### config.mk
export PLATFORM = sky130hd
export DESIGN_NAME = algorithm_multi_vc_flat
export DESIGN_NICKNAME = d
export VERILOG_FILES = /design/src/rtl/algorithm_multi_vc_if.sv /design/src/rtl/algorithm_multi_vc.sv /design/src/flat_wrapper.sv
export SDC_FILE = /design/constraint.sdc
export NUM_CORES = 1
export LEC_CHECK = 0
export CORE_AREA = 2 2 266 268
export CTS_CLUSTER_SIZE = 10
export DETAILED_ROUTE_END_ITERATION = 10
export DIE_AREA = 0 0 268 270
export PLACE_DENSITY_LB_ADDON = 0.05
export SETUP_SLACK_MARGIN = 0.2
export SLEW_MARGIN = 15
export SYNTH_ARGS = -nofsm -noshare
export SYNTH_HDL_FRONTEND = slang
export SYNTH_SLANG_ARGS = --single-unit
### constraint.sdc
create_clock -name clk_i -period 5.2 [get_ports clk_i]
set_clock_uncertainty 0.15 [all_clocks]
set_input_delay 1.3 -clock clk_i [delete_from_list [all_inputs] [get_ports clk_i]]
set_output_delay 1.3 -clock clk_i [all_outputs]
set_load 0.02 [all_outputs]
### src/rtl/algorithm_multi_vc_if.sv
// Stream bundle for one router input port and its fan-out of output channels.
//   in_*  : single upstream AXI-Stream (tvalid/tready/tdata/tid/tdest/tuser/tlast)
//   out_* : CHANNEL_NUMBER downstream streams, packed per channel
// master : upstream source / downstream sinks (drives in_* payload, out_tready)
// slave  : the routing stage (drives in_tready and all out_* payload)
interface algorithm_multi_vc_if #(
    parameter int DATA_WIDTH     = 32,
    parameter int ID_WIDTH       = 4,
    parameter int DEST_WIDTH     = 4,
    parameter int USER_WIDTH     = 4,
    parameter int CHANNEL_NUMBER = 10
);
    logic                                       in_tvalid;
    logic                                       in_tready;
    logic [DATA_WIDTH-1:0]                      in_tdata;
    logic [ID_WIDTH-1:0]                        in_tid;
    logic [DEST_WIDTH-1:0]                      in_tdest;
    logic [USER_WIDTH-1:0]                      in_tuser;
    logic                                       in_tlast;

    logic [CHANNEL_NUMBER-1:0]                  out_tvalid;
    logic [CHANNEL_NUMBER-1:0]                  out_tready;
    logic [CHANNEL_NUMBER-1:0][DATA_WIDTH-1:0]  out_tdata;
    logic [CHANNEL_NUMBER-1:0][ID_WIDTH-1:0]    out_tid;
    logic [CHANNEL_NUMBER-1:0][DEST_WIDTH-1:0]  out_tdest;
    logic [CHANNEL_NUMBER-1:0][USER_WIDTH-1:0]  out_tuser;
    logic [CHANNEL_NUMBER-1:0]                  out_tlast;

    modport master (
        output in_tvalid, in_tdata, in_tid, in_tdest, in_tuser, in_tlast,
        input  in_tready,
        input  out_tvalid, out_tdata, out_tid, out_tdest, out_tuser, out_tlast,
        output out_tready
    );

    modport slave (
        input  in_tvalid, in_tdata, in_tid, in_tdest, in_tuser, in_tlast,
        output in_tready,
        output out_tvalid, out_tdata, out_tid, out_tdest, out_tuser, out_tlast,
        input  out_tready
    );
endinterface

### src/rtl/algorithm_multi_vc.sv
// Per-input routing/demux stage of the mesh router.
// Steers the input stream onto one of 5*VC_NUMBER output channels using
// dimension-ordered routing (XY or YX), holds the route for a whole packet,
// and keeps saturating per-channel header counters.
//
// Ports:
//   clk_i, rst_n_i     clock, asynchronous active-low reset
//   axis               stream bundle (slave view): input stream + output channels
//   target_x_i/y_i     destination coordinates, valid with the header beat
//   in_vc_i            VC class of the packet, sampled on the header beat
//   cnt_clr_i          synchronous clear of all packet counters
//   locked_o           route lock held (mid-packet)
//   locked_channel_o   locked channel index, 0 when unlocked
//   pkt_count_o        header handshakes per channel, saturating
//
// state  | meaning
// IDLE   | no packet in flight; route computed from target/in_vc each cycle
// LOCKED | header accepted, beats follow the locked channel until TLAST
module algorithm_multi_vc #(
    parameter int DATA_WIDTH           = 32,
    parameter int ID_WIDTH             = 4,
    parameter int DEST_WIDTH           = 4,
    parameter int USER_WIDTH           = 4,
    parameter int VC_NUMBER            = 2,
    parameter int CHANNEL_NUMBER       = 5 * VC_NUMBER,
    parameter int CHANNEL_NUMBER_WIDTH = $clog2(CHANNEL_NUMBER),
    parameter int VC_WIDTH             = (VC_NUMBER > 1) ? $clog2(VC_NUMBER) : 1,
    parameter int MAX_ROUTERS_X        = 4,
    parameter int MAX_ROUTERS_Y        = 4,
    parameter int MAX_ROUTERS_X_WIDTH  = $clog2(MAX_ROUTERS_X),
    parameter int MAX_ROUTERS_Y_WIDTH  = $clog2(MAX_ROUTERS_Y),
    parameter int ROUTER_X             = 0,
    parameter int ROUTER_Y             = 0,
    parameter int ROUTING_MODE         = 0,
    parameter int COUNTER_WIDTH        = 16,
    parameter logic [ID_WIDTH-1:0] ROUTING_HEADER = '0
) (
    input  logic                                          clk_i,
    input  logic                                          rst_n_i,
    algorithm_multi_vc_if.slave                           axis,
    input  logic [MAX_ROUTERS_X_WIDTH-1:0]                target_x_i,
    input  logic [MAX_ROUTERS_Y_WIDTH-1:0]                target_y_i,
    input  logic [VC_WIDTH-1:0]                           in_vc_i,
    input  logic                                          cnt_clr_i,
    output logic                                          locked_o,
    output logic [CHANNEL_NUMBER_WIDTH-1:0]               locked_channel_o,
    output logic [CHANNEL_NUMBER-1:0][COUNTER_WIDTH-1:0]  pkt_count_o
);

    localparam logic [2:0] DIR_LOCAL = 3'd0;
    localparam logic [2:0] DIR_NORTH = 3'd1;
    localparam logic [2:0] DIR_EAST  = 3'd2;
    localparam logic [2:0] DIR_SOUTH = 3'd3;
    localparam logic [2:0] DIR_WEST  = 3'd4;

    typedef enum logic {
        IDLE,
        LOCKED
    } state_t;

    state_t                           state, next_state;
    logic [CHANNEL_NUMBER_WIDTH-1:0]  lock_ch, next_lock_ch;
    logic [CHANNEL_NUMBER_WIDTH-1:0]  computed_ch;
    logic [CHANNEL_NUMBER_WIDTH-1:0]  ctrl;
    logic [2:0]                       dir;
    logic [VC_WIDTH-1:0]              vc;
    logic                             handshake;
    logic                             is_header;
    logic                             count_inc;

    // Coordinates compared as int so that edge routers (e.g. X=0) do not
    // produce constant-result unsigned comparisons.
    always_comb begin
        dir = DIR_LOCAL;
        if (ROUTING_MODE == 0) begin
            if (int'(target_x_i) > ROUTER_X)      dir = DIR_EAST;
            else if (int'(target_x_i) < ROUTER_X) dir = DIR_WEST;
            else if (int'(target_y_i) < ROUTER_Y) dir = DIR_NORTH;
            else if (int'(target_y_i) > ROUTER_Y) dir = DIR_SOUTH;
        end else begin
            if (int'(target_y_i) < ROUTER_Y)      dir = DIR_NORTH;
            else if (int'(target_y_i) > ROUTER_Y) dir = DIR_SOUTH;
            else if (int'(target_x_i) > ROUTER_X) dir = DIR_EAST;
            else if (int'(target_x_i) < ROUTER_X) dir = DIR_WEST;
        end
    end

    // Out-of-range VC classes (non power-of-two VC_NUMBER) fold onto the top VC.
    always_comb begin
        vc = in_vc_i;
        if (int'(in_vc_i) > VC_NUMBER - 1) vc = VC_WIDTH'(VC_NUMBER - 1);
    end

    assign computed_ch = CHANNEL_NUMBER_WIDTH'(int'(dir) * VC_NUMBER + int'(vc));

    // Holding the route in the register is what makes mid-packet header-TID
    // beats and target changes harmless.
    assign ctrl      = (state == LOCKED) ? lock_ch : computed_ch;
    assign handshake = axis.in_tvalid & axis.out_tready[ctrl];
    assign is_header = (axis.in_tid == ROUTING_HEADER);

    always_ff @(posedge clk_i or negedge rst_n_i) begin
        if (!rst_n_i) begin
            state   <= IDLE;
            lock_ch <= '0;
        end else begin
            state   <= next_state;
            lock_ch <= next_lock_ch;
        end
    end

    always_comb begin
        next_state   = state;
        next_lock_ch = lock_ch;
        count_inc    = 1'b0;
        case (state)
            IDLE: begin
                if (handshake && is_header) begin
                    count_inc = 1'b1;
                    // Single-beat packets never take the lock.
                    if (!axis.in_tlast) begin
                        next_state   = LOCKED;
                        next_lock_ch = computed_ch;
                    end
                end
            end
            LOCKED: begin
                if (handshake && axis.in_tlast) begin
                    next_state   = IDLE;
                    next_lock_ch = '0;
                end
            end
            default: begin
                next_state   = IDLE;
                next_lock_ch = '0;
            end
        endcase
    end

    assign locked_o         = (state == LOCKED);
    assign locked_channel_o = lock_ch;

    always_ff @(posedge clk_i or negedge rst_n_i) begin
        if (!rst_n_i) begin
            pkt_count_o <= '0;
        end else begin
            for (int c = 0; c < CHANNEL_NUMBER; c++) begin
                if (cnt_clr_i) begin
                    pkt_count_o[c] <= '0;
                end else if (count_inc && (ctrl == CHANNEL_NUMBER_WIDTH'(c))
                             && (pkt_count_o[c] != '1)) begin
                    pkt_count_o[c] <= pkt_count_o[c] + 1'b1;
                end
            end
        end
    end

    always_comb begin
        axis.out_tvalid       = '0;
        axis.out_tdata        = '0;
        axis.out_tid          = '0;
        axis.out_tdest        = '0;
        axis.out_tuser        = '0;
        axis.out_tlast        = '0;
        axis.out_tvalid[ctrl] = axis.in_tvalid;
        axis.out_tdata[ctrl]  = axis.in_tdata;
        axis.out_tid[ctrl]    = axis.in_tid;
        axis.out_tdest[ctrl]  = axis.in_tdest;
        axis.out_tuser[ctrl]  = axis.in_tuser;
        axis.out_tlast[ctrl]  = axis.in_tlast;
        axis.in_tready        = axis.out_tready[ctrl];
    end

endmodule
### src/flat_wrapper.sv
// flat-port wrapper written by rule: the top's interface ports become plain ports
module algorithm_multi_vc_flat 
#(
    parameter int DATA_WIDTH           = 32,
    parameter int ID_WIDTH             = 4,
    parameter int DEST_WIDTH           = 4,
    parameter int USER_WIDTH           = 4,
    parameter int VC_NUMBER            = 2,
    parameter int CHANNEL_NUMBER       = 5 * VC_NUMBER,
    parameter int CHANNEL_NUMBER_WIDTH = $clog2(CHANNEL_NUMBER),
    parameter int VC_WIDTH             = (VC_NUMBER > 1) ? $clog2(VC_NUMBER) : 1,
    parameter int MAX_ROUTERS_X        = 4,
    parameter int MAX_ROUTERS_Y        = 4,
    parameter int MAX_ROUTERS_X_WIDTH  = $clog2(MAX_ROUTERS_X),
    parameter int MAX_ROUTERS_Y_WIDTH  = $clog2(MAX_ROUTERS_Y),
    parameter int ROUTER_X             = 0,
    parameter int ROUTER_Y             = 0,
    parameter int ROUTING_MODE         = 0,
    parameter int COUNTER_WIDTH        = 16,
    parameter logic [ID_WIDTH-1:0] ROUTING_HEADER = '0
)
  (clk_i, rst_n_i, target_x_i, target_y_i, in_vc_i, cnt_clr_i, locked_o, locked_channel_o, pkt_count_o, axis_in_tvalid, axis_in_tdata, axis_in_tid, axis_in_tdest, axis_in_tuser, axis_in_tlast, axis_in_tready, axis_out_tvalid, axis_out_tdata, axis_out_tid, axis_out_tdest, axis_out_tuser, axis_out_tlast, axis_out_tready);
  algorithm_multi_vc_if #(.DATA_WIDTH(DATA_WIDTH), .ID_WIDTH(ID_WIDTH), .DEST_WIDTH(DEST_WIDTH), .USER_WIDTH(USER_WIDTH), .CHANNEL_NUMBER(CHANNEL_NUMBER)) axis_i ();
  input  logic clk_i;
  input  logic rst_n_i;
  input  logic [MAX_ROUTERS_X_WIDTH-1:0] target_x_i;
  input  logic [MAX_ROUTERS_Y_WIDTH-1:0] target_y_i;
  input  logic [VC_WIDTH-1:0] in_vc_i;
  input  logic cnt_clr_i;
  output logic locked_o;
  output logic [CHANNEL_NUMBER_WIDTH-1:0] locked_channel_o;
  output logic [CHANNEL_NUMBER-1:0][COUNTER_WIDTH-1:0] pkt_count_o;
  input wire logic [$bits(axis_i.in_tvalid)-1:0] axis_in_tvalid;
  input wire logic [$bits(axis_i.in_tdata)-1:0] axis_in_tdata;
  input wire logic [$bits(axis_i.in_tid)-1:0] axis_in_tid;
  input wire logic [$bits(axis_i.in_tdest)-1:0] axis_in_tdest;
  input wire logic [$bits(axis_i.in_tuser)-1:0] axis_in_tuser;
  input wire logic [$bits(axis_i.in_tlast)-1:0] axis_in_tlast;
  output wire logic [$bits(axis_i.in_tready)-1:0] axis_in_tready;
  output wire logic [$bits(axis_i.out_tvalid)-1:0] axis_out_tvalid;
  output wire logic [$bits(axis_i.out_tdata)-1:0] axis_out_tdata;
  output wire logic [$bits(axis_i.out_tid)-1:0] axis_out_tid;
  output wire logic [$bits(axis_i.out_tdest)-1:0] axis_out_tdest;
  output wire logic [$bits(axis_i.out_tuser)-1:0] axis_out_tuser;
  output wire logic [$bits(axis_i.out_tlast)-1:0] axis_out_tlast;
  input wire logic [$bits(axis_i.out_tready)-1:0] axis_out_tready;
  assign axis_i.in_tvalid = axis_in_tvalid;
  assign axis_i.in_tdata = axis_in_tdata;
  assign axis_i.in_tid = axis_in_tid;
  assign axis_i.in_tdest = axis_in_tdest;
  assign axis_i.in_tuser = axis_in_tuser;
  assign axis_i.in_tlast = axis_in_tlast;
  assign axis_in_tready = axis_i.in_tready;
  assign axis_out_tvalid = axis_i.out_tvalid;
  assign axis_out_tdata = axis_i.out_tdata;
  assign axis_out_tid = axis_i.out_tid;
  assign axis_out_tdest = axis_i.out_tdest;
  assign axis_out_tuser = axis_i.out_tuser;
  assign axis_out_tlast = axis_i.out_tlast;
  assign axis_i.out_tready = axis_out_tready;
  algorithm_multi_vc #(.DATA_WIDTH(DATA_WIDTH), .ID_WIDTH(ID_WIDTH), .DEST_WIDTH(DEST_WIDTH), .USER_WIDTH(USER_WIDTH), .VC_NUMBER(VC_NUMBER), .CHANNEL_NUMBER(CHANNEL_NUMBER), .CHANNEL_NUMBER_WIDTH(CHANNEL_NUMBER_WIDTH), .VC_WIDTH(VC_WIDTH), .MAX_ROUTERS_X(MAX_ROUTERS_X), .MAX_ROUTERS_Y(MAX_ROUTERS_Y), .MAX_ROUTERS_X_WIDTH(MAX_ROUTERS_X_WIDTH), .MAX_ROUTERS_Y_WIDTH(MAX_ROUTERS_Y_WIDTH), .ROUTER_X(ROUTER_X), .ROUTER_Y(ROUTER_Y), .ROUTING_MODE(ROUTING_MODE), .COUNTER_WIDTH(COUNTER_WIDTH), .ROUTING_HEADER(ROUTING_HEADER)) u_core (.clk_i(clk_i), .rst_n_i(rst_n_i), .axis(axis_i), .target_x_i(target_x_i), .target_y_i(target_y_i), .in_vc_i(in_vc_i), .cnt_clr_i(cnt_clr_i), .locked_o(locked_o), .locked_channel_o(locked_channel_o), .pkt_count_o(pkt_count_o));
endmodule
# == After elaboration in Yosys (flattened, before gate mapping) ==
# Cells that the tools add are included.
# classes
addsub,11
n_mul,0
div,0
order_cmp,4
n_eq_ne,22
n_shift,0
n_mux,41
bitwise,8
reduce_logical,36
# ops
op,n
$and A320 B320 Y320,1
$mux W16,20
$add A16 B1 Y16 const B,10
$ne A16 B16 Y1 const B,10
$demux W32 S4,1
$and A40 B40 Y40,3
$mux W32,1
$logic_and A1 B1 Y1,23
$and A10 B10 Y10,2
$mux W4,5
$reduce_bool A2 Y1,10
$demux W4 S4,1
$eq A4 B3 Y1 const B,4
$eq A4 B2 Y1 const B,2
$eq A4 B4 Y1 const B,2
$logic_not A4 Y1,2
$pmux W4 S2,1
$mux W1,7
$lt A4 B5 Y1 const B,1
$add A3 B1 Y4,1
$bmux W1 S4,1
$demux W1 S4,1
$eq A4 B1 Y1 const B,1
$ge A4 B1 Y1 const B,1
other kinds (8),11
# totals
ff_bits,165
latchBits,0
ramBits,0
rom_bits,0
input_bits,64
out_inout_bits,626
elab_cells,134
mem_count,0

# == Depth between registers and ports, before layout ==
# Gate-level depths: netlist of run 1.
# depth
ltp_word,15
depth_mapped,9
ltp_nobuf,7

# == Worst setup path after synthesis of run 1 ==
# OpenSTA, ideal clock, no wires.
# synth_timing
kind,input-to-output
startpoint,input target_y_i[1]
endpoint,output axis_out_tdata[10]
arrival_time_ns,3.052
required_ns,3.750
slack_ns,0.698
stages,6
path_buffers,1
path_cell_list,or4_4 mux2i_1 nand2_1 nor2_1 clkbuf_1 and2_1
# synth_via
elab_chain_cells,10
word_cells_on_any_way,11
# synth_lines
item,line_no,text
start: declaration,flat_wrapper.sv:27,input logic [MAX_ROUTERS_Y_WIDTH-1:0] target_y_i;
$gt A2 B1 Y1 (*),algorithm_multi_vc.sv:79,else if (int'(target_y_i) > ROUTER_Y) dir = DIR_SOUTH;
$mux W2 (*),algorithm_multi_vc.sv:79,
$mux W2 (*),algorithm_multi_vc.sv:76,if (int'(target_x_i) > ROUTER_X) dir = DIR_EAST;
$add A3 B1 Y4 (*),algorithm_multi_vc.sv:94,assign computed_ch = CHANNEL_NUMBER_WIDTH'(int'(dir) * VC_NUMBER + int'(vc));
$mux W4 (*),algorithm_multi_vc.sv:98,assign ctrl = (state == LOCKED) ? lock_ch : computed_ch;
$lt A4 B5 Y1 (implied by the code) / $ge A4 B1 Y1 (equally long branches),algorithm_multi_vc.sv:166,axis.out_tdata[ctrl] = axis.in_tdata;
$logic_and A1 B1 Y1 (implied by the code),algorithm_multi_vc.sv:166,
$mux W32 (implied by the code),algorithm_multi_vc.sv:166,
$demux W32 S4 (*),n/a,
$and A320 B320 Y320 (no line) (*),n/a,
end: declaration,flat_wrapper.sv:41,output wire logic [$bits(axis_i.out_tdata)-1:0] axis_out_tdata;
# Mark *: on every way between the ends. The rest lies on a longest branch, timed or not.

# == Final worst setup path of run 1 ==
# layout_timing
startpoint,input target_y_i[0]
endpoint,output axis_out_tdest[8]
# layout_via
elab_chain_cells,10
word_cells_on_any_way,11
# layout_lines
item,line_no,text
$gt A2 B1 Y1 (*),algorithm_multi_vc.sv:79,
$mux W2 (*),algorithm_multi_vc.sv:79,
$mux W2 (*),algorithm_multi_vc.sv:76,
$add A3 B1 Y4 (*),algorithm_multi_vc.sv:94,
$mux W4 (*),algorithm_multi_vc.sv:98,
$lt A4 B5 Y1 (implied by the code) / $ge A4 B1 Y1 (equally long branches),algorithm_multi_vc.sv:168,axis.out_tdest[ctrl] = axis.in_tdest;
$logic_and A1 B1 Y1 (implied by the code),algorithm_multi_vc.sv:168,
$mux W4 (implied by the code),algorithm_multi_vc.sv:168,
$demux W4 S4 (*),n/a,
$and A40 B40 Y40 (no line) (*),n/a,
end: declaration,flat_wrapper.sv:43,output wire logic [$bits(axis_i.out_tdest)-1:0] axis_out_tdest;
# Marks and branches as above.

==> out/qor.yml, run 1 <==
clock_network:
  insertion_delay_ns: 0.45
  cts_tree: "done"
  cts_buffers: 17
  cts_buffer_depth: 2
  cts_root_buf: "clkbuf_16"
  hold_buffers: 0
  cts.clk_slew.worst_paths_ns: 0.07
  htreeDepth: 4
  cts_sinks: 164
synth:
  synth_edf_count: 0
  ys_seq_elements: 164
  ys_seq_area_share_pct: 38.4
  synth_cell_type_count: 54
  synth_ff_type: "dfrtp_1"
  synthCells: 1237
  avgSynthCellArea_um2: 8.65
  ys.warnings.count: 0
  post_synth_instance_area_um2: 10700
  async_flop_share_pct: 100
routing:
  vias: 10500
  first_pass_iters: 4
  viasPerCell: 3.76
  route.detailed.drc: 0
  initialDrtViolationCount: 375
  wl_um: 58500
  wl_per_cell_um: 20.8
  antenna_left: 0
worst_setup_path:
  r2r_cells: 7
  crit_path_start_kind: "primary input"
  worst-setup-path-type: "primary input to output port"
  crit_arrival_ns: 3.47
  cp-end-kind: "output port"
  reg2reg_from: "u_core.locked_o"
  critPathRequiredTime_ns: 3.75
  path_max_fanout: 22
  r2r-end: "u_core.pkt_count_o[11]"
  rrSetupSlack_ns: 1.94
power_and_ir_drop:
  p_total_w: 0.00396
  vdd_drop_max_uv: 174
  powerDensity_nw_per_um2: 212
  p_leak_nw: 8.25
sta:
  whs_ns: 0.350
  fmax_ghz: 0.203
  max-slew-margin-rel_pct: 41.5
  final-setup-viol-count: 0
  drv_slew: 0
  worstMarginPinSlew_ns: 0.878
  hold_viol: 0
  min_period_over_period_pct: 94.7
  layout_setup_ws_ns: 0.276
  rsz0062_at_grt: "no"
  fin_crit_ns: 4.92
placed_design:
  hpwl_um: 42800
  gp_congestion: 0.774
  dp_slack_ns: -0.210
  port_buffers: 594
finish:
  drive_gt1_share_pct: 15.7
  final_nets: 1922
  synthToLayoutAreaGrowth_pct: 75.0
  utilization_pct: 26.9
floorplan:
  fp.dieW_um: 268
  io_pins: 690
  start_util_pct: 15.4
  core-area_um2: 69500
  die-area_um2: 72400
  fp-row-count: 97
  chipHeight_um: 270
grt:
  grt_usage_pct: 15.6
  grt_max_degree: 109
  antenna_found_initial: 13
  grt_pass1_vias: 10400
  grt_first_pass_wirelength_um: 81500
  grt_overflow: 0
min_path:
  whs_path_depth: 1
  hold_start: "u_core.pkt_count_o[139]"
  hp-class: "register to register"
  whs_endpoint: "u_core.pkt_count_o[139]"
run:
  cap_viol_max_count: 0
status:
  outcome: "completed"
how the worst max path moves through the flow:
stage,slack (ns),cells after the start,from,to
floorplan,0.70,6,target_y_i[1],axis_out_tdata[10]
global route,0.19,8,target_y_i[0],axis_out_tdest[11]
detailed placement,-0.21,8,target_y_i[0],axis_out_tdata[1]
finish,0.28,8,target_y_i[0],axis_out_tdest[8]
global placement,-0.19,8,target_y_i[1],axis_out_tdata[1]
CTS,0.02,8,target_y_i[1],axis_out_tdata[64]
state kept, by name (all words and copies together) (netlist names):
register	count
u_core.locked_channel_o	3
u_core.pkt_count_o	160
u_core.locked_o	1
timing repair:
action | in CTS | in global routing
setup buffers | 12 | 5
endpoints found under the setup margin | 275 | 285
resized for setup | 482 | 32
cloned | 7 | 0
pin swaps | 6 | 5
layout make-up:
| type | instances | area, um2 |
|---|---|---|
| flip-flops and latches | 164 | 4100 |
| clock buffers | 17 | 425 |
| multi-input cells | 995 | 6060 |
| inverters | 10 | 37.5 |
| repair buffers | 664 | 6730 |
| well taps | 940 | 1180 |
| clock inverters | 15 | 198 |
| diodes | 2 | 5.00 |
| fillers | 7518 | 50800 |
cell usage in the layout (no fill, tap or decap), types with 7 or more instances in the layout:
cell / count
a21oi_1: 20
and2_1: 370
and3_1: 24
and4_1: 11
buf_12: 21
buf_2: 16
buf_4: 91
clkbuf_16: 17
clkdlybuf4s15_1: 33
clkdlybuf4s15_2: 83
clkdlybuf4s50_1: 319
conb_1: 93
dfrtp_1: 164
dlygate4sd2_1: 73
dlymetal6s2s_1: 11
inv_1: 10
nand2_1: 40
nand3_1: 55
nand4_1: 28
nor2_1: 94
nor2_4: 8
nor2b_1: 67
nor3_1: 9
nor4_1: 7
o21ai_0: 13
or3_1: 11
or4_1: 8
xnor2_1: 24
xor2_1: 49
metrics by stage:
stage | cell area (um2) | cells | setup TNS, ns
final | 18700 | 2807 | 0
after global routing | 18700 | 2805 | 0
after CTS | 18700 | 2800 | 0
after detailed placement | 17800 | 2749 | -21.39
after global placement | 17800 | 2749 | -18.39
after floorplan | 11000 | 1329 | 0
logic make-up (layout without fill, tap and decap cells):
family,count (synthesis),in the layout,synth area share (%)
mux,12,12,1.22
other cells,1,95,0.0350
compound gates,58,58,3.38
fa+ha+maj,6,6,0.702
xor+xnor,73,73,5.98
flops,164,164,38.4
simple gates,753,753,41.0
buf+inv,170,706,9.32
critical path, stage by stage:
cell             delay, ns
dlygate4sd2_1         0.26
or4_4                 0.58
mux2_4                0.33
nor2_4                0.18
buf_4                 0.15
buf_12                0.17
and2_1                0.15
clkdlybuf4s15_1       0.33
where the power goes:
part           total, W  switching [W]  internal, W
logic           0.00131       0.000773     0.000537
clock network   0.00134       0.000677     0.000662
registers       0.00131      0.0000299      0.00128
synth_stat cells, types with 6 or more instances:
| master | number | area [um2] |
|---|---|---|
| nor2_1 | 102 | 383 |
| xor2_1 | 49 | 429 |
| nand2_1 | 41 | 154 |
| or3_1 | 11 | 68.8 |
| mux2i_1 | 7 | 70.1 |
| and2_1 | 371 | 2320 |
| nand4_1 | 28 | 175 |
| inv_1 | 10 | 37.5 |
| nand3_1 | 55 | 275 |
| buf_4 | 93 | 698 |
| nor3_1 | 11 | 55.1 |
| a21oi_1 | 21 | 105 |
| nor4_1 | 7 | 43.8 |
| and3_1 | 24 | 150 |
| or4_1 | 8 | 60.1 |
| o21ai_0 | 14 | 70.1 |
| xnor2_1 | 24 | 210 |
| and4_1 | 11 | 96.3 |
| ha_1 | 6 | 75.1 |
| clkbuf_1 | 64 | 240 |
| nor2b_1 | 67 | 419 |
| dfrtp_1 | 164 | 4100 |
per-layer routing:
metal  vias up  global-route usage, %  wire length (um)
met1      5046                   17.2             22300
met3        42                   5.94              5380
met5         -                      0                85
met4        16                   2.75               659
met2       377                   28.5             30100
li1       5068                      -                 -
No activity file was read; power rests on OpenSTA's default activity.
==> inputs of run 2 (changes only) <==
- MAX_ROUTING_LAYER: not set -> met4
==> run 2 against run 1 <==
Register-to-register slack barely moved. Global-route usage is 0.44 points higher. Maximum frequency is 0.14% lower. First-iteration DRC count grew 9.3%. Count of clock-buffer cells in the layout unchanged. Sequential cell count unchanged. Cell count grew 0.29%. Largest power group unchanged.
==> out/qor.yml, run 2 (synthesis gave the netlist of run 1 again) <==
finish:
  largest_reg_flops: 160
  utilization_pct: 27.0
  design_area_um2: 18800
  mostFrequentLayoutCells: "and2_1, clkdlybuf4s50_1, dfrtp_1"
  fillers: 7517
  synthToLayoutAreaGrowth_pct: 75.2
  drive_gt1_share_pct: 15.7
  layout_commonest_cell: "and2_1"
  final_nets: 1922
  stdcell_count: 2815
  top_register: "u_core.pkt_count_o"
sta:
  fmax_ghz: 0.203
  min_period_over_period_pct: 94.8
  final-setup-viol-count: 0
  rsz0062_at_grt: "no"
  fin_crit_ns: 4.93
  worstMarginPinSlew_ns: 0.878
  whs_ns: 0.351
  hold_viol: 0
  max-slew-margin-rel_pct: 41.4
  drv_slew: 0
worst_setup_path:
  worst-setup-path-type: "primary input to output port"
  crit_arrival_ns: 3.48
  path_max_fanout: 22
  cp-end-kind: "output port"
  critical_path.max_stage_delay_ns: 0.59
  crit_chain: "dlygate4sd2_1, or4_4, mux2_4, nor2_4, buf_4, buf_12, and2_1, clkdlybuf4s15_1"
  crit_path_top_delay_cell: "or4_4"
  critPathRequiredTime_ns: 3.75
  crit_path_start_kind: "primary input"
power_and_ir_drop:
  p_total_w: 0.00396
  clock_power_share_pct: 33.7
  seqPwrFrac_pct: 33.2
  p_leak_nw: 8.27
  vdd_drop_max_uv: 174
  power.switching_w: 0.00148
  combPwrFrac_pct: 33.1
  swShare_pct: 37.3
  powerDensity_nw_per_um2: 211
  p_int_w: 0.00248
clock_network:
  cts_buffers: 17
  cts_buffer_depth: 2
  cts.clk_slew.worst_paths_ns: 0.07
  cts_tree: "done"
  cts_root_buf: "clkbuf_16"
  cts_sinks: 164
  insertion_delay_ns: 0.45
  htreeDepth: 4
placed_design:
  placed_cells: 2749
  gp_congestion: 0.785
  hpwl_um: 42800
  port_buffers: 594
  placed_cell_area_um2: 17800
routing:
  wl_um: 58400
  vias: 10500
  antenna_left: 0
  first_pass_iters: 4
  initialDrtViolationCount: 410
  viasPerCell: 3.75
  route.detailed.drc: 0
  wl_per_cell_um: 20.8
min_path:
  hp-class: "register to register"
grt:
  grt_max_degree: 109
  grt_first_pass_wirelength_um: 81400
  grt_usage_pct: 16.1
  grt_pass1_vias: 10400
  antenna_found_initial: 13
  grt_overflow: 0
floorplan:
  io_pins: 690
  start_util_pct: 15.4
  fp-row-count: 97
  chipHeight_um: 270
  fp.dieW_um: 268
  core-area_um2: 69500
  die-area_um2: 72400
status:
  outcome: "completed"
run:
  cap_viol_max_count: 0
-- run 2: cell count changes in the layout (fill, tap and decap cells not counted) --
cell	change
clkdlybuf4s50_1	-1
diode_2	+8
dlymetal6s2s_1	+1
-- run 2: layout make-up --
cell class	instances	area (um2)	area share [%]
antenna	10	25.0	0.133
clock buffer	17	425	2.27
clock inverter	15	198	1.05
inverter	10	37.5	0.200
multi-input combinational	995	6060	32.3
sequential	164	4100	21.9
tap	940	1180	6.27
timing repair buffer	664	6730	35.9
-- run 2: critical path: cells and delay by family --
family                 cells  cell delay [ns]
buffers and inverters      4             0.91
muxes                      1             0.33
and+or+nand+nor            3             0.92
-- run 2: stage by stage --
stage | setup slack, ns | setup TNS, ns
2_1_floorplan | 0.698 | 0
3_3_place_gp | -0.193 | -18.39
3_5_place_dp | -0.210 | -21.39
4_1_cts | 0.0221 | 0
5_1_grt | 0.191 | 0
6_report | 0.270 | 0
-- run 2: path summary, 6_finish.rpt --
path / start / endpoint / slack, ns / cells after the start
setup reg to reg: u_core.locked_o / u_core.pkt_count_o[11] / 1.95 / 7
min in group asynchronous: rst_n_i / u_core.pkt_count_o[17] / 0.78 / 1
max in group asynchronous: rst_n_i / u_core.pkt_count_o[64] / 3.20 / 2
hold / removal: u_core.pkt_count_o[139] / u_core.pkt_count_o[139] / 0.35 / 1
hold reg to reg: u_core.pkt_count_o[139] / u_core.pkt_count_o[139] / 0.35 / 1
setup / recovery: target_y_i[0] / axis_out_tdest[8] / 0.27 / 8
-- run 2: repair_timing --
| item | CTS | global route |
|---|---|---|
| cloned | 7 | 0 |
| pin swaps | 6 | 5 |
| setup buffers | 12 | 5 |
| setup endpoints to repair | 275 | 285 |
| hold buffers | 0 | 0 |
| resized for setup | 482 | 33 |
-- run 2: layer usage --
| layer | track usage [%] | up-vias | wire, um |
|---|---|---|---|
| li1 | - | 5084 | - |
| met1 | 17.2 | 5061 | 22400 |
| met2 | 28.5 | 368 | 30000 |
| met3 | 5.84 | 36 | 5260 |
| met4 | 2.79 | 0 | 776 |
| met5 | - | - | 0 |
-- run 2: power groups by stage --
stage	Sequential, W	Combinational, W	Clock [W]
after global routing	0.00132	0.00140	0.00146
after CTS	0.00131	0.00135	0.00140
after floorplan	0.00133	0.000605	0
after global placement	0.00134	0.00132	0
final	0.00131	0.00131	0.00134
after detailed placement	0.00134	0.00131	0
==> inputs of run 3 (changes only) <==
- CTS_CLUSTER_SIZE: 10 -> 28
- PLACE_DENSITY_LB_ADDON: 0.05 -> not set
==> run 3 against run 2 <==
Register-to-register slack worse by 0.04 ns. Largest power group is now registers. Core utilization decreased by 1.0 points. Total power fell by 3.7%. Worst hold slack got worse by 0.0029 ns. Largest cell class unchanged. First-iteration DRC count is 28% higher. Highest routed layer unchanged. Global-route usage is 2.8 points lower.
==> out/qor.yml, run 3 (synthesis gave the netlist of run 1 again) <==
status:
  outcome: "completed"
worst_setup_path:
  crit_path_start_kind: "primary input"
  critPathRequiredTime_ns: 3.75
  path_max_fanout: 23
  crit_path_top_delay_cell: "or4_4"
  worst-path-buf-inv: 4
  crit_chain: "clkdlybuf4s50_1, or4_4, mux2_4, nor2_4, buf_4, buf_16, and2_1, clkdlybuf4s15_2"
  crit_family: "buffers and inverters"
  crit_arrival_ns: 3.54
  worst-setup-path-type: "primary input to output port"
  critical_path.max_stage_delay_ns: 0.58
  rrSetupSlack_ns: 1.91
  cp-end-kind: "output port"
routing:
  route.detailed.drc: 0
  first_pass_iters: 5
  vias: 10500
  antenna_left: 0
  wl_um: 50400
  viasPerCell: 3.75
  initialDrtViolationCount: 525
  wl_per_cell_um: 17.9
power_and_ir_drop:
  combPwrFrac_pct: 33.5
  p_leak_nw: 8.61
  swShare_pct: 35.9
  powerDensity_nw_per_um2: 211
  clock_power_share_pct: 32.1
  vdd_drop_max_uv: 224
  power.switching_w: 0.00137
  seqPwrFrac_pct: 34.4
  p_int_w: 0.00244
clock_network:
  cts_tree: "done"
  cts.clk_slew.worst_paths_ns: 0.06
  cts_sinks: 164
  insertion_delay_ns: 0.44
  cts_root_buf: "clkbuf_16"
  cts_buffer_depth: 2
  cts_buffers: 17
  htreeDepth: 4
finish:
  mostFrequentLayoutCells: "and2_1, clkdlybuf4s50_1, dfrtp_1"
  synthToLayoutAreaGrowth_pct: 68.7
  multi_input_area_um2: 6050
  largest_reg_flops: 160
  fillers: 7651
  utilization_pct: 26.0
  top_register: "u_core.pkt_count_o"
  drive_gt1_share_pct: 17.2
  layout_commonest_cell: "and2_1"
  final_nets: 1918
  seq_area_um2: 4100
sta:
  max-slew-margin-rel_pct: 42.9
  hold_viol: 0
  worstMarginPinSlew_ns: 0.857
  drv_slew: 0
  setup_tns_ns: 0
  final-setup-viol-count: 0
  fin_crit_ns: 4.99
  min_period_over_period_pct: 96.0
  rsz0062_at_grt: "yes"
  fmax_ghz: 0.200
floorplan:
  io_pins: 690
  start_util_pct: 15.4
  core-area_um2: 69500
  chipHeight_um: 270
  fp.dieW_um: 268
  die-area_um2: 72400
  fp-row-count: 97
placed_design:
  hpwl_um: 35400
  gp_congestion: 0.805
  port_buffers: 594
min_path:
  hp-class: "register to register"
grt:
  grt_max_degree: 85
  grt_first_pass_wirelength_um: 69100
  grt_usage_pct: 13.3
  grt_pass1_vias: 9895
  antenna_found_initial: 11
  grt_overflow: 0
run:
  cap_viol_max_count: 0
-- run 3: power by group through the flow --
stage	sequential, W	clock [W]	combinational [W]
2_1_floorplan	0.00133	0	0.000605
3_3_place_gp	0.00133	0	0.00128
3_5_place_dp	0.00133	0	0.00127
4_1_cts	0.00131	0.00126	0.00127
5_1_grt	0.00131	0.00132	0.00136
6_report	0.00131	0.00122	0.00128
-- run 3: per-stage QoR --
| stage | setup slack (ns) | hold WS, ns | instances | instance area (um2) | power (W) |
|---|---|---|---|---|---|
| floorplan | 0.698 | 0.458 | 1329 | 11000 | 0.00194 |
| global placement | -0.343 | 0.330 | 2749 | 17800 | 0.00261 |
| detailed placement | -0.340 | 0.335 | 2749 | 17800 | 0.00261 |
| CTS | 0.0522 | 0.353 | 2796 | 18400 | 0.00383 |
| global route | 0.126 | 0.369 | 2806 | 18000 | 0.00399 |
| finish | 0.206 | 0.348 | 2807 | 18000 | 0.00381 |
-- run 3: cell type report --
type | count | area share [%]
clock inverter | 12 | 0.624
clock buffer | 20 | 2.47
tap | 940 | 6.52
multi-input combinational | 995 | 33.5
sequential | 164 | 22.7
antenna | 6 | 0.0832
timing repair buffer | 660 | 33.8
inverter | 10 | 0.208
-- run 3: path summary, 6_finish.rpt --
kind                                               from                 endpoint  depth (start not counted)
worst max-delay path                      target_y_i[1]      axis_out_tdata[118]                          8
worst min-delay path            u_core.pkt_count_o[140]  u_core.pkt_count_o[140]                          1
worst max register to register          u_core.locked_o    u_core.pkt_count_o[9]                          6
worst min register to register  u_core.pkt_count_o[140]  u_core.pkt_count_o[140]                          1
max in group asynchronous                       rst_n_i   u_core.pkt_count_o[85]                          2
min in group asynchronous                       rst_n_i   u_core.pkt_count_o[35]                          1
-- run 3: per-layer routing --
metal / part of all wire (%) / routed length [um] / global-route usage, %
met1: 43 / 21500 / 15.6
met2: 48 / 24300 / 22.5
met4: 0.77 / 387 / 2.13
met5: 0 / 0 / -
met3: 8.3 / 4180 / 4.14
-- run 3: what timing repair did --
item	CTS	global route
setup endpoints to repair	315	278
resized for setup	459	286
pin swaps	5	1
gates cloned	4	3
hold buffers	0	0
buffers inserted	11	2
